## config.mk

```make
export PLATFORM = sky130hd
export DESIGN_NAME = adder_seq_ctrl_flat
export DESIGN_NICKNAME = d
export VERILOG_FILES = /design/src/rtl/adder_seq_ctrl_if.sv /design/src/rtl/adder_seq_ctrl.sv /design/src/flat_wrapper.sv
export SDC_FILE = /design/constraint.sdc
export NUM_CORES = 1
export LEC_CHECK = 0
export CORE_MARGIN = 4
export CORE_UTILIZATION = 44
export DETAILED_ROUTE_END_ITERATION = 16
export GPL_TIMING_DRIVEN = 1
export PLACE_DENSITY = 0.71
export SKIP_CTS_REPAIR_TIMING = 1
export SLEW_MARGIN = 30
export SYNTH_ARGS = -nofsm -noshare
export SYNTH_HDL_FRONTEND = slang
export SYNTH_SLANG_ARGS = --single-unit
```

## constraint.sdc

```tcl
create_clock -name clk -period 5.6 [get_ports clk]
set_input_delay 0.56 -clock clk [delete_from_list [all_inputs] [get_ports clk]]
set_output_delay 0.56 -clock clk [all_outputs]
set_load 0.05 [all_outputs]
```

## src/rtl/adder_seq_ctrl_if.sv

```systemverilog
// Handshake/operand/result bundle for adder_seq_ctrl.
// Optional ovf signal present only with ADDER_SEQ_OVF_EN defined.
interface adder_seq_ctrl_if #(
   parameter int WIDTH = 32
);
   logic             start;
   logic [WIDTH-1:0] a;
   logic [WIDTH-1:0] b;
   logic             cin;
   logic             busy;
   logic             done;
   logic [WIDTH-1:0] sum;
   logic             cout;
`ifdef ADDER_SEQ_OVF_EN
   logic             ovf;
`endif

   modport master (
      output start, a, b, cin,
      input  busy, done, sum, cout
`ifdef ADDER_SEQ_OVF_EN
      , input ovf
`endif
   );

   modport slave (
      input  start, a, b, cin,
      output busy, done, sum, cout
`ifdef ADDER_SEQ_OVF_EN
      , output ovf
`endif
   );
endinterface

```

## src/rtl/adder_seq_ctrl.sv

```systemverilog
// Sequential adder: one SLICE-bit propagate/generate slice reused over WIDTH/SLICE RUN cycles.
// Define ADDER_SEQ_OVF_EN to add the signed-overflow output (bus.ovf).
module adder_seq_ctrl #(
   parameter int WIDTH = 32,
   parameter int SLICE = 4
) (
   input logic            clk,
   input logic            rst,
   adder_seq_ctrl_if.slave bus
);
   localparam int NSLICES = WIDTH / SLICE;
   localparam int IDX_W   = (NSLICES > 1) ? $clog2(NSLICES) : 1;

   typedef enum logic [1:0] {
      IDLE,
      RUN,
      DONE
   } state_t;

   state_t           state, state_next;
   logic [WIDTH-1:0] a_q, b_q, sum_q;
   logic             carry_q, cout_q;
   logic [IDX_W-1:0] idx_q;
   logic             accept, last;

   logic [SLICE-1:0] a_sl, b_sl, p_sl, g_sl, s_sl;
   logic [SLICE:0]   c_chain;

   assign accept = bus.start && (state != RUN);
   assign last   = (idx_q == IDX_W'(NSLICES - 1));

   // Shared slice: ripple through SLICE bits starting from the running carry.
   always_comb begin
      a_sl       = a_q[idx_q*SLICE +: SLICE];
      b_sl       = b_q[idx_q*SLICE +: SLICE];
      p_sl       = a_sl ^ b_sl;
      g_sl       = a_sl & b_sl;
      s_sl       = '0;
      c_chain    = '0;
      c_chain[0] = carry_q;
      for (int unsigned i = 0; i < SLICE; i++) begin
         s_sl[i]       = p_sl[i] ^ c_chain[i];
         c_chain[i+1]  = g_sl[i] | (p_sl[i] & c_chain[i]);
      end
   end

   always_ff @(posedge clk) begin
      if (rst) state <= IDLE;
      else     state <= state_next;
   end

   always_comb begin
      state_next = state;
      unique case (state)
         IDLE:    if (bus.start) state_next = RUN;
         RUN:     if (last)      state_next = DONE;
         DONE:    state_next = bus.start ? RUN : IDLE;
         default: state_next = IDLE;
      endcase
   end

   always_ff @(posedge clk) begin
      if (rst) begin
         a_q     <= '0;
         b_q     <= '0;
         sum_q   <= '0;
         carry_q <= 1'b0;
         cout_q  <= 1'b0;
         idx_q   <= '0;
      end else if (accept) begin
         a_q     <= bus.a;
         b_q     <= bus.b;
         carry_q <= bus.cin;
         idx_q   <= '0;
      end else if (state == RUN) begin
         sum_q[idx_q*SLICE +: SLICE] <= s_sl;
         carry_q <= c_chain[SLICE];
         idx_q   <= last ? '0 : idx_q + 1'b1;
         if (last) cout_q <= c_chain[SLICE];
      end
   end

`ifdef ADDER_SEQ_OVF_EN
   logic ovf_q;

   // Top slice's chain holds both carry into and out of bit WIDTH-1.
   always_ff @(posedge clk) begin
      if (rst)                        ovf_q <= 1'b0;
      else if (state == RUN && last)  ovf_q <= c_chain[SLICE-1] ^ c_chain[SLICE];
   end

   assign bus.ovf = ovf_q;
`endif

   assign bus.busy = (state == RUN);
   assign bus.done = (state == DONE);
   assign bus.sum  = sum_q;
   assign bus.cout = cout_q;
endmodule

```

## src/flat_wrapper.sv

```systemverilog
// flat-port wrapper written by rule: the top's interface ports become plain ports
module adder_seq_ctrl_flat 
#(
   parameter int WIDTH = 32,
   parameter int SLICE = 4
)
  (clk, rst, bus_start, bus_a, bus_b, bus_cin, bus_busy, bus_done, bus_sum, bus_cout);
  adder_seq_ctrl_if #(.WIDTH(WIDTH)) bus_i ();
  input logic clk;
  input logic rst;
  input wire logic [$bits(bus_i.start)-1:0] bus_start;
  input wire logic [$bits(bus_i.a)-1:0] bus_a;
  input wire logic [$bits(bus_i.b)-1:0] bus_b;
  input wire logic [$bits(bus_i.cin)-1:0] bus_cin;
  output wire logic [$bits(bus_i.busy)-1:0] bus_busy;
  output wire logic [$bits(bus_i.done)-1:0] bus_done;
  output wire logic [$bits(bus_i.sum)-1:0] bus_sum;
  output wire logic [$bits(bus_i.cout)-1:0] bus_cout;
  assign bus_i.start = bus_start;
  assign bus_i.a = bus_a;
  assign bus_i.b = bus_b;
  assign bus_i.cin = bus_cin;
  assign bus_busy = bus_i.busy;
  assign bus_done = bus_i.done;
  assign bus_sum = bus_i.sum;
  assign bus_cout = bus_i.cout;
  adder_seq_ctrl #(.WIDTH(WIDTH), .SLICE(SLICE)) u_core (.clk(clk), .rst(rst), .bus(bus_i));
endmodule
```

After elaboration in Yosys (flattened, before gate mapping)
Index checks and enable logic that the tools add are counted.
Widths: inputs -> output; s select.
{"block": "op_classes", "addsub": 2, "eq_ne": 6, "shift": 4, "n_mux": 8, "bitwise": 15, "n_reduce_logical": 7}
{"op": "$shiftx 32x6->4", "n": 2}
{"op": "$neg 5->34", "n": 1}
{"op": "$shift 4x34->32 const A", "n": 1}
{"op": "$shiftx 4x34->32", "n": 1}
{"op": "$bwmux 32", "n": 1}
{"op": "$pmux 2 s3", "n": 1}
{"op": "$and 1x1->1", "n": 4}
{"op": "$and 4x4->4", "n": 1}
{"op": "$mux 2", "n": 2}
{"op": "$ne 2x1->1 const B", "n": 2}
{"op": "$or 1x1->1", "n": 4}
{"op": "$reduce_and 2->1", "n": 2}
{"op": "$xor 1x1->1", "n": 4}
{"op": "$xor 4x4->4", "n": 1}
{"op": "$add 3x1->3 const B", "n": 1}
{"op": "$eq 3x3->1 const B", "n": 1}
{"op": "$mux 1", "n": 3}
{"op": "$mux 3", "n": 1}
{"op": "$reduce_and 3->1", "n": 1}
{"op": "$eq 2x1->1 const B", "n": 1}
{"op": "$eq 2x2->1 const B", "n": 1}
{"op": "$logic_not 2->1", "n": 1}
{"op": "$ne 2x2->1 const B", "n": 1}
{"op": "$reduce_bool 2->1", "n": 1}
{"op": "other kinds (3)", "n": 3}
{"block": "totals", "register_bits": 103, "out_inout_bits": 35, "word_cells": 49}

Depth between registers and ports, before layout
Gate-level depths: netlist of run 1.
{"block": "depth", "depth_word": 12, "mapped_depth": 12, "ltp_nobuf": 11}

Worst setup path after synthesis of run 1
No wires, ideal clock.
{"block": "synth_path", "path_type": "register to register", "from": "reg u_core.idx_q[0]", "to": "reg u_core.sum_q[7] (netlist: u_core.bus.sum[7])", "setup_ps": 72, "arrival_ps": 2785, "slack_ps": 2743, "stages_incl_launch_ff": 13, "n_path_buf": 1, "synth_period_minus_slack_ps": 2857, "path_cell_list": "dfxtp_1 > buf_6 > mux4_1 > nand2_1 > nand2_1 > fa_1 > inv_1 > fa_1 > fa_1 > inv_1 > fa_1 > nand4_1 > mux2i_1"}
{"block": "synth_between", "elab_chain_len": 11}
{"item": "from (decl)", "line": "adder_seq_ctrl.sv:23", "rtl": "logic [IDX_W-1:0] idx_q;"}
{"item": "from (signal assigned)", "line": "adder_seq_ctrl.sv:78", "rtl": "idx_q <= last ? '0 : idx_q + 1'b1;"}
{"item": "$shiftx 32x6->4, on equally long branches", "line": "adder_seq_ctrl.sv:34, adder_seq_ctrl.sv:35"}
{"item": "$xor 4x4->4", "line": "adder_seq_ctrl.sv:36", "rtl": "p_sl = a_sl ^ b_sl;"}
{"item": "$and 1x1->1", "line": "adder_seq_ctrl.sv:43", "rtl": "c_chain[i+1] = g_sl[i] | (p_sl[i] & c_chain[i]);"}
{"item": "$or 1x1->1", "line": "adder_seq_ctrl.sv:43"}
{"item": "$and 1x1->1", "line": "adder_seq_ctrl.sv:43"}
{"item": "$or 1x1->1", "line": "adder_seq_ctrl.sv:43"}
{"item": "$and 1x1->1", "line": "adder_seq_ctrl.sv:43"}
{"item": "$or 1x1->1", "line": "adder_seq_ctrl.sv:43"}
{"item": "$xor 1x1->1", "line": "adder_seq_ctrl.sv:42", "rtl": "s_sl[i] = p_sl[i] ^ c_chain[i];"}
{"item": "$shiftx 4x34->32", "line": "adder_seq_ctrl.sv:76", "rtl": "sum_q[idx_q*SLICE +: SLICE] <= s_sl;"}
{"item": "$bwmux 32 (*)", "line": "adder_seq_ctrl.sv:76"}
{"item": "to (signal, indexed assignment)", "line": "adder_seq_ctrl.sv:76"}
{"item": "to (decl)", "line": "adder_seq_ctrl.sv:21", "rtl": "logic [WIDTH-1:0] a_q, b_q, sum_q;"}
Every way passes the cells marked *; elsewhere a longest branch is shown, timed or not.
A chain may end at the register's enable or synchronous reset.

Final worst setup path of run 1
{"block": "layout_path", "from": "reg u_core.idx_q[0]", "to": "reg u_core.sum_q[22] (netlist: u_core.bus.sum[22])"}
Same word-level chain as after synthesis.

==> summary.txt, run 1 <==
top post-synthesis cells by area -> dfxtp_1 (42%), mux2i_1 (7.6%), nand3_1 (7.6%)
number of global-route vias before repair -> 3956
critical path class -> flop to flop
drt initial violations -> 253
grt ovf -> 0
worst-case clock buffer depth -> 2
CP Max Fanout -> 31
worst path required time -> 5890 ps
DRC Markers -> 0
slowest CP cell -> dfxtp_2
worst skew pair latency -> 370 ps
most common cell after layout, fill and taps aside -> dfxtp_1
Vias -> 3938
die height -> 113 µm
initial core utilization -> 44.9%
CP peak stage delay -> 910 ps
buffer and inverter count on the worst path -> 1
final wirelength -> 11300 µm
TritonCTS Buffers -> 9
most frequent cells in the layout -> dfxtp_1 (102), clkdlybuf4s50_1 (100), nand3_1 (74)
CTS root buf -> clkbuf_8
Max Cap Viol -> 0
Die W -> 113 µm
Die ar. -> 12800 µm²
status -> completed
DPL Wire Length -> 7890 µm
critical path startpoint category -> flop
# nets final -> 663
Synth Cell Area -> 4860 µm²
syn avg cell area -> 9.44 µm²
layout cells sized above 1 -> 8.32%
number of flops mapped to enable cells by yosys -> 0
worst-margin pin slew -> 924 ps
final hold vios -> 0
CP most frequent cell -> fa_1
Max IR drop VDD -> 0.129 mV
Final period util -> 65.9%
# diodes -> 0
largest net degree at the start of global routing -> 86
Post-Synthesis Cells -> 515
Pwr Total -> 1480 µW
RSZ-0062 raised after global routing -> false
ANT nets after route -> 0
Crit path max-delay family -> adder cells
Yosys warnings -> 0
normalized max-slew margin -> 38.4%
Port Buffers -> 102
crit path time final -> 3690 ps
Area Overhead vs Synth -> 24.2%
Final setup viols -> 0
CORE AREA -> 10800 µm²
Synth Register Bits -> 103
TritonCTS clock tree -> done
ys flop type -> dfxtp_1
fmax -> 271 MHz
LEAKAGE -> 0.00226 µW
RePlAce Congestion -> 0.788
FP Rows -> 38
Net Count, Synth -> 594
vias per cell -> 5.40
Total GRT Usage -> 18.1%
Synth top area share -> 42.4%
sequential area share after synthesis -> 42.4%
share of async-settable or async-resettable flops after synthesis -> 0%
Max Slew Vio Count -> 0
Clock Pin Slew Worst Setup and Hold Paths -> 90 ps
Critical Path AT -> 3980 ps
final core occ -> 55.7%
Power Density -> 245 nW/µm²
initial antenna violation count -> 0
crit-path cells -> mux4_1 > nand2_1 > nand2_1 > fa_1 > inv_1 > fa_1 > fa_1 > nor3_1 > nand3_1 > mux2i_1
io pins -> 103
TNS Setup -> 0 ps
global-route wire length before repair -> 19300 µm
mean routed wirelength per cell -> 15.5 µm
Distinct cells, synth -> 34
CTS H-tree lvls -> 3
Max Clock Skew -> 8.57 ps
HP Class -> flop to flop
crit end category -> flop
post-synth top area cell -> dfxtp_1
clk sinks -> 103
DR pass1 iterations -> 4
## tightest hold or removal path: stages (launching register included)
cell	delay [ps]
dfxtp_1	320
nand2b_1	60
mux2i_1	60
## flip-flops by register name, summed over array words and instances (netlist names)
register,count
u_core.a_q,32
u_core.b_q,32
u_core.bus.sum,32
u_core.idx_q,3
u_core.state,2
u_core.bus.cout,1
u_core.carry_q,1
## kinds of logic after synthesis
group,after synthesis,synth area share (%)
buffers and inverters,55,5.61
flip-flops,103,42.4
adder cells (fa/ha/maj),11,3.45
AO/OA/AOI/OAI,135,14.2
multiplexers,53,15.3
AND/OR/NAND/NOR,158,19.1
## per-layer routing
metal	global-route usage [%]	vias to the layer above	wire length, µm
li1	-	1969	-
met1	25.1	1870	5290
met2	29.1	91	5400
met3	3.53	8	476
met4	4.73	0	109
met5	0	-	0
## cell type report
cell class	count	area, µm²
Clock buffer	11	141
Multi-Input combinational cell	357	2530
Fill cell	1006	4800
Sequential cell	103	2060
Timing Repair Buffer	106	1040
Tap cell	140	175
Clock inverter	5	57.6
Inverter	7	28.8
## stage by stage
| stage | worst slack (ps) | cell area (µm²) | hold WS, ps | cells |
|---|---|---|---|---|
| finish | 1910 | 6040 | 476 | 729 |
| global route | 1550 | 6040 | 497 | 729 |
| CTS | 1870 | 6040 | 479 | 729 |
| detailed placement | 1900 | 5840 | 461 | 713 |
| global placement | 2020 | 5840 | 460 | 713 |
| floorplan | 2740 | 4860 | 449 | 515 |
## cell usage after synthesis (3+ instances only)
master and n:
a21oi_1 67, buf_2 13, buf_4 3, buf_6 3
clkbuf_1 28, dfxtp_1 103, fa_1 4, ha_1 7
inv_1 4, inv_2 3, mux2i_1 37, mux4_1 3
mux4_2 13, nand2_1 21, nand2b_1 35, nand3_1 74
nand4b_4 3, nor2_1 6, nor2b_1 3, nor3_4 4
o21ai_0 58, o21ai_1 6
## final timing paths
path	start	to	slack [ps]	depth (start not counted)
max	u_core.idx_q[0]	u_core.bus.sum[22]	1910	10
min	u_core.bus.sum[29]	u_core.bus.sum[29]	480	2
max reg2reg	u_core.idx_q[0]	u_core.bus.sum[22]	1910	10
min reg2reg	u_core.bus.sum[29]	u_core.bus.sum[29]	480	2
## where the power goes
group	internal [µW]	switching [µW]
clock	219	251
sequential	764	22.4
combinational	106	117
total	1090	391
No activity file was read; power rests on OpenSTA's default activity.
==> inputs of run 2 (changes only) <==
- PLACE_DENSITY: 0.71 -> 0.73
- clock period: 5.6 -> 3.3 ns (I/O delays scaled with it)
==> summary.txt, run 2 (synthesis gave the netlist of run 1 again) <==
status -> completed
final wirelength -> 11700 µm (+3.3%)
TNS Setup -> 0 ps (unchanged)
RSZ-0062 raised after global routing -> false
most common cell after layout, fill and taps aside -> dfxtp_1
final hold vios -> 0 (unchanged)
worst path required time -> 3590 ps (-2300 ps)
critical path startpoint category -> flop
Psw -> 695 µW (+78%)
crit end category -> flop
DR pass1 iterations -> 5 (+1)
largest net degree at the start of global routing -> 74 (-14%)
die height -> 113 µm (unchanged)
ANT nets after route -> 0 (unchanged)
fmax -> 326 MHz (+20%)
LEAKAGE -> 0.00228 µW (+1.1%)
Critical Path AT -> 3360 ps (-620 ps)
initial antenna violation count -> 0 (unchanged)
CORE AREA -> 10800 µm² (unchanged)
Die ar. -> 12800 µm² (unchanged)
crit-path cells -> mux4_1 > nand2_1 > nand2_1 > fa_1 > inv_1 > fa_1 > fa_1 > nor3_1 > nand3_1 > mux2i_1
initial core utilization -> 44.9% (unchanged)
Clock power frac -> 32.7% (+0.9 points)
mean routed wirelength per cell -> 15.9 µm (+2.6%)
Pwr Total -> 2560 µW (+73%)
TritonCTS Buffers -> 9 (unchanged)
worst-margin pin slew -> 797 ps (-127 ps)
Vias -> 4028 (+2.3%)
normalized max-slew margin -> 46.8% (+8.4 points)
DRC Markers -> 0 (unchanged)
FP Rows -> 38 (unchanged)
grt ovf -> 0 (unchanged)
CP peak stage delay -> 560 ps (-350 ps)
CP most frequent cell -> fa_1
Die W -> 113 µm (unchanged)
# fillers -> 977 (-2.9%)
Max Clock Skew -> 10.7 ps (+2.13 ps)
Max Slew Vio Count -> 0 (unchanged)
HP Class -> flop to flop
worst-case clock buffer depth -> 2 (unchanged)
Final period util -> 92.9% (+27 points)
Port Buffers -> 102 (unchanged)
Clock Pin Slew Worst Setup and Hold Paths -> 100 ps (about the same)
drt initial violations -> 252 (-0.40%)
slowest CP cell -> mux4_1
# nets final -> 668 (+0.75%)
Total GRT Usage -> 18.5% (+0.34 points)
number of global-route vias before repair -> 4056 (+2.5%)
Area Overhead vs Synth -> 25.2%
layout cells sized above 1 -> 9.43% (+1.1 points)
Sequential Power Share -> 52.0% (-1.1 points)
RePlAce Congestion -> 0.854 (+8.4%)
Max Cap Viol -> 0 (unchanged)
crit path time final -> 3070 ps (-623 ps)
critical path class -> flop to flop
Max IR drop VDD -> 0.282 mV (+120%)
Sw Ratio -> 27.2% (+0.77 points)
TritonCTS clock tree -> done
io pins -> 103 (unchanged)
most frequent cells in the layout -> dfxtp_1 (102), clkdlybuf4s50_1 (99), nand3_1 (74)
Final setup viols -> 0 (unchanged)
DPL Wire Length -> 8300 µm (+5.1%)
# diodes -> 0 (unchanged)
vias per cell -> 5.49 (+1.6%)
worst skew pair latency -> 360 ps (about the same)
global-route wire length before repair -> 19500 µm (+1.0%)
Gate power share -> 15.3% (+0.2 points)
clk sinks -> 103 (unchanged)
CTS H-tree lvls -> 3 (unchanged)
CTS root buf -> clkbuf_8
internal power component -> 1860 µW (+71%)
Power Density -> 420 nW/µm² (+71%)
hold_ws -> 478 ps (+1.32 ps)
CP Max Fanout -> 11 (-65%)
run 2: cell types whose count changed in the layout (fill, tap and decap cells not counted), sizes merged:
cell / delta
clkbuf: -1
clkinvlp: +2
inv: +2
clkdlybuf4s50: -1
buf: +6
clkinv: -3
run 2: area by class of cell:
| class | count | area [µm²] | share of cell area [%] |
|---|---|---|---|
| clock buffer | 10 | 138 | 2.26 |
| multi-input combinational | 357 | 2530 | 41.6 |
| timing repair buffer | 111 | 1080 | 17.7 |
| sequential | 103 | 2070 | 33.9 |
| clock inverter | 6 | 73.8 | 1.21 |
| tap | 140 | 175 | 2.88 |
| inverter | 7 | 27.5 | 0.452 |
run 2: critical path: cells and delay by family (launching register included):
family | cells | cell delay [ps]
mux | 2 | 700
fa+ha+maj | 3 | 1010
simple gates | 4 | 710
buf+inv | 1 | 90
flops | 1 | 480
run 2: layer usage:
layer	routed length [µm]	share of wire (%)	GRT usage [%]	vias up
met5	0	0	0	-
met4	217	1.9	5.29	0
met3	605	5.2	3.37	19
met2	5470	47	29.7	128
met1	5370	46	25.5	1891
li1	-	-	-	1990
run 2: metrics by stage:
stage | cells | worst slack, ps | cell area (µm²) | utilization [%]
after floorplan | 515 | 443 | 4860 | -
after global placement | 718 | 228 | 5870 | 54.2
after detailed placement | 718 | 152 | 5870 | 54.2
after CTS | 734 | 109 | 6080 | 56.1
after global routing | 734 | 31.0 | 6090 | 56.1
final | 734 | 235 | 6090 | 56.1
run 2: power by group through the flow:
stage / clock, µW / combinational [µW] / sequential (µW)
final: 836 / 393 / 1330
after global routing: 901 / 433 / 1340
after CTS: 846 / 395 / 1330
after detailed placement: 0 / 394 / 1360
after global placement: 0 / 386 / 1360
after floorplan: 0 / 257 / 1350
run 2: path summary, 6_finish.rpt:
check | start | endpoint | slack (ps) | cells past startpoint
setup / recovery | u_core.idx_q[0] | u_core.bus.sum[6] | 230 | 10
hold / removal | u_core.b_q[3] | u_core.b_q[3] | 480 | 2
setup reg to reg | u_core.idx_q[0] | u_core.bus.sum[6] | 230 | 10
hold reg to reg | u_core.b_q[3] | u_core.b_q[3] | 480 | 2
==> inputs of run 3 (changes only) <==
- CORE_UTILIZATION: 44 -> 35
- PLACE_DENSITY: 0.73 -> default
==> summary.txt, run 3 (synthesis gave the netlist of run 1 again) <==
Sw Ratio -> 26.6% (-0.61 points)
CTS H-tree lvls -> 3 (unchanged)
# nets final -> 669 (+0.15%)
most frequent cells in the layout -> dfxtp_1 (102), clkdlybuf4s50_1 (99), nand3_1 (74)
RSZ-0062 raised after global routing -> false
crit-path cells -> mux4_1 > nand2_1 > nand2_1 > fa_1 > inv_1 > fa_1 > fa_1 > nor3_1 > nand3_1 > mux2i_1
CORE AREA -> 13400 µm² (+24%)
ANT nets after route -> 0 (unchanged)
CTS root buf -> clkbuf_16
Power Density -> 444 nW/µm² (+5.6%)
TNS Setup -> 0 ps (unchanged)
final cell count without fillers -> 771 (+5.0%)
Sequential Power Share -> 48.2% (-3.8 points)
final wirelength -> 12200 µm (+4.9%)
crit path time final -> 2980 ps (-82.6 ps)
TritonCTS Buffers -> 9 (unchanged)
initial core utilization -> 36.3% (-8.6 points)
Port Buffers -> 102 (unchanged)
clk sinks -> 103 (unchanged)
largest net degree at the start of global routing -> 74 (unchanged)
RePlAce Congestion -> 0.780 (-8.6%)
worst hold path cell count -> 2 (unchanged)
Gate power share -> 14.3% (-1.0 points)
critical path startpoint category -> flop
vias per cell -> 5.21 (-5.1%)
grt ovf -> 0 (unchanged)
CP peak stage delay -> 570 ps (about the same)
worst skew pair latency -> 350 ps (about the same)
number of global-route vias before repair -> 4133 (+1.9%)
worst-case clock buffer depth -> 2 (unchanged)
most common cell after layout, fill and taps aside -> dfxtp_1
mean routed wirelength per cell -> 15.9 µm (-0.17%)
drt initial violations -> 244 (-3.2%)
io pins -> 103 (unchanged)
worst path required time -> 3580 ps (about the same)
Critical Path AT -> 3260 ps (-100 ps)
placed instance area -> 5920 µm² (+0.90%)
normalized max-slew margin -> 44.3% (-2.4 points)
Clock Pin Slew Worst Setup and Hold Paths -> 70 ps (-30 ps)
Die W -> 126 µm (+11%)
Crit. Startpoint -> u_core.idx_q[0]
DRC Markers -> 0 (unchanged)
Final setup viols -> 0 (unchanged)
fin area -> 6220 µm² (+2.1%)
WP depth -> 10 (unchanged)
Clock power frac -> 37.5% (+4.8 points)
Die ar. -> 15800 µm² (+24%)
TritonCTS clock tree -> done
global-route wire length before repair -> 20400 µm (+4.8%)
Psw -> 733 µW (+5.4%)
LEAKAGE -> 0.00233 µW (+1.8%)
# diodes -> 0 (unchanged)
Max IR drop VDD -> 0.237 mV (-16%)
die height -> 126 µm (+11%)
buffer and inverter count on the worst path -> 1 (unchanged)
Max Slew Vio Count -> 0 (unchanged)
Total GRT Usage -> 15.4% (-3.0 points)
CP Max Fanout -> 7 (-4)
Crit path max-delay family -> adder cells
fmax -> 335 MHz (+2.8%)
crit end category -> flop
final hold vios -> 0 (unchanged)
DR pass1 iterations -> 4 (-1)
layout cells sized above 1 -> 9.58% (+0.15 points)
# fillers -> 1301 (+33%)
Max Clock Skew -> 9.76 ps (-0.948 ps)
status -> completed
slowest CP cell -> mux4_1
worst-margin pin slew -> 834 ps (+36.6 ps)
Vias -> 4014 (-0.35%)
FP Rows -> 42 (+11%)
Final period util -> 90.4% (-2.5 points)
critical path class -> flop to flop
DPL Wire Length -> 8850 µm (+6.7%)
HP Class -> flop to flop
Max Cap Viol -> 0 (unchanged)
Reg2Reg Depth -> 10 (unchanged)
internal power component -> 2030 µW (+8.7%)
RR Startpoint -> u_core.idx_q[0]
CP most frequent cell -> fa_1
initial antenna violation count -> 0 (unchanged)
start point of the worst hold path -> u_core.a_q[8]
dpl cells -> 755 (+5.2%)
Area Overhead vs Synth -> 27.8%
-- run 3: through the flow --
| step | setup WS [ps] | total power (µW) | hold WS [ps] | util [%] |
|---|---|---|---|---|
| floorplan | 443 | 1610 | 449 | - |
| global placement | 387 | 1750 | 461 | 44.2 |
| detailed placement | 323 | 1750 | 468 | 44.2 |
| CTS | 313 | 2780 | 477 | 46.4 |
| global route | 99.1 | 2880 | 492 | 46.4 |
| finish | 317 | 2760 | 474 | 46.4 |
-- run 3: power groups by stage --
stage | sequential [µW] | combinational, µW | clock (µW)
3_5_place_dp | 1360 | 396 | 0
3_3_place_gp | 1360 | 390 | 0
2_1_floorplan | 1350 | 257 | 0
6_report | 1330 | 394 | 1040
4_1_cts | 1330 | 397 | 1060
5_1_grt | 1330 | 434 | 1110
-- run 3: metal layers --
| metal | track usage, % | wire, µm |
|---|---|---|
| met5 | 0 | 0 |
| met4 | 4.61 | 155 |
| met3 | 2.62 | 540 |
| met2 | 25.1 | 5680 |
| met1 | 21.2 | 5850 |
-- run 3: final cells by class --
class,count,area (µm²),area share [%]
clock buffers,10,239,3.84
clock inverters,6,52.6,0.845
inverters,7,27.5,0.443
multi-input cells,357,2530,40.7
flip-flops and latches,103,2060,33.2
well taps,176,220,3.54
repair buffers,112,1080,17.4
-- run 3: worst paths after layout --
| path | slack, ps | end |
|---|---|---|
| worst max-delay path | 320 | u_core.bus.sum[6] |
| worst min-delay path | 470 | u_core.a_q[8] |
| worst max register to register | 320 | u_core.bus.sum[6] |
| worst min register to register | 470 | u_core.a_q[8] |
-- run 3: worst register-to-register path: stages (launching register included) --
cell,delay [ps]
dfxtp_2,420
mux4_1,570
nand2_1,80
nand2_1,70
fa_1,390
inv_1,80
fa_1,190
fa_1,440
nor3_1,380
nand3_1,160
mux2i_1,140
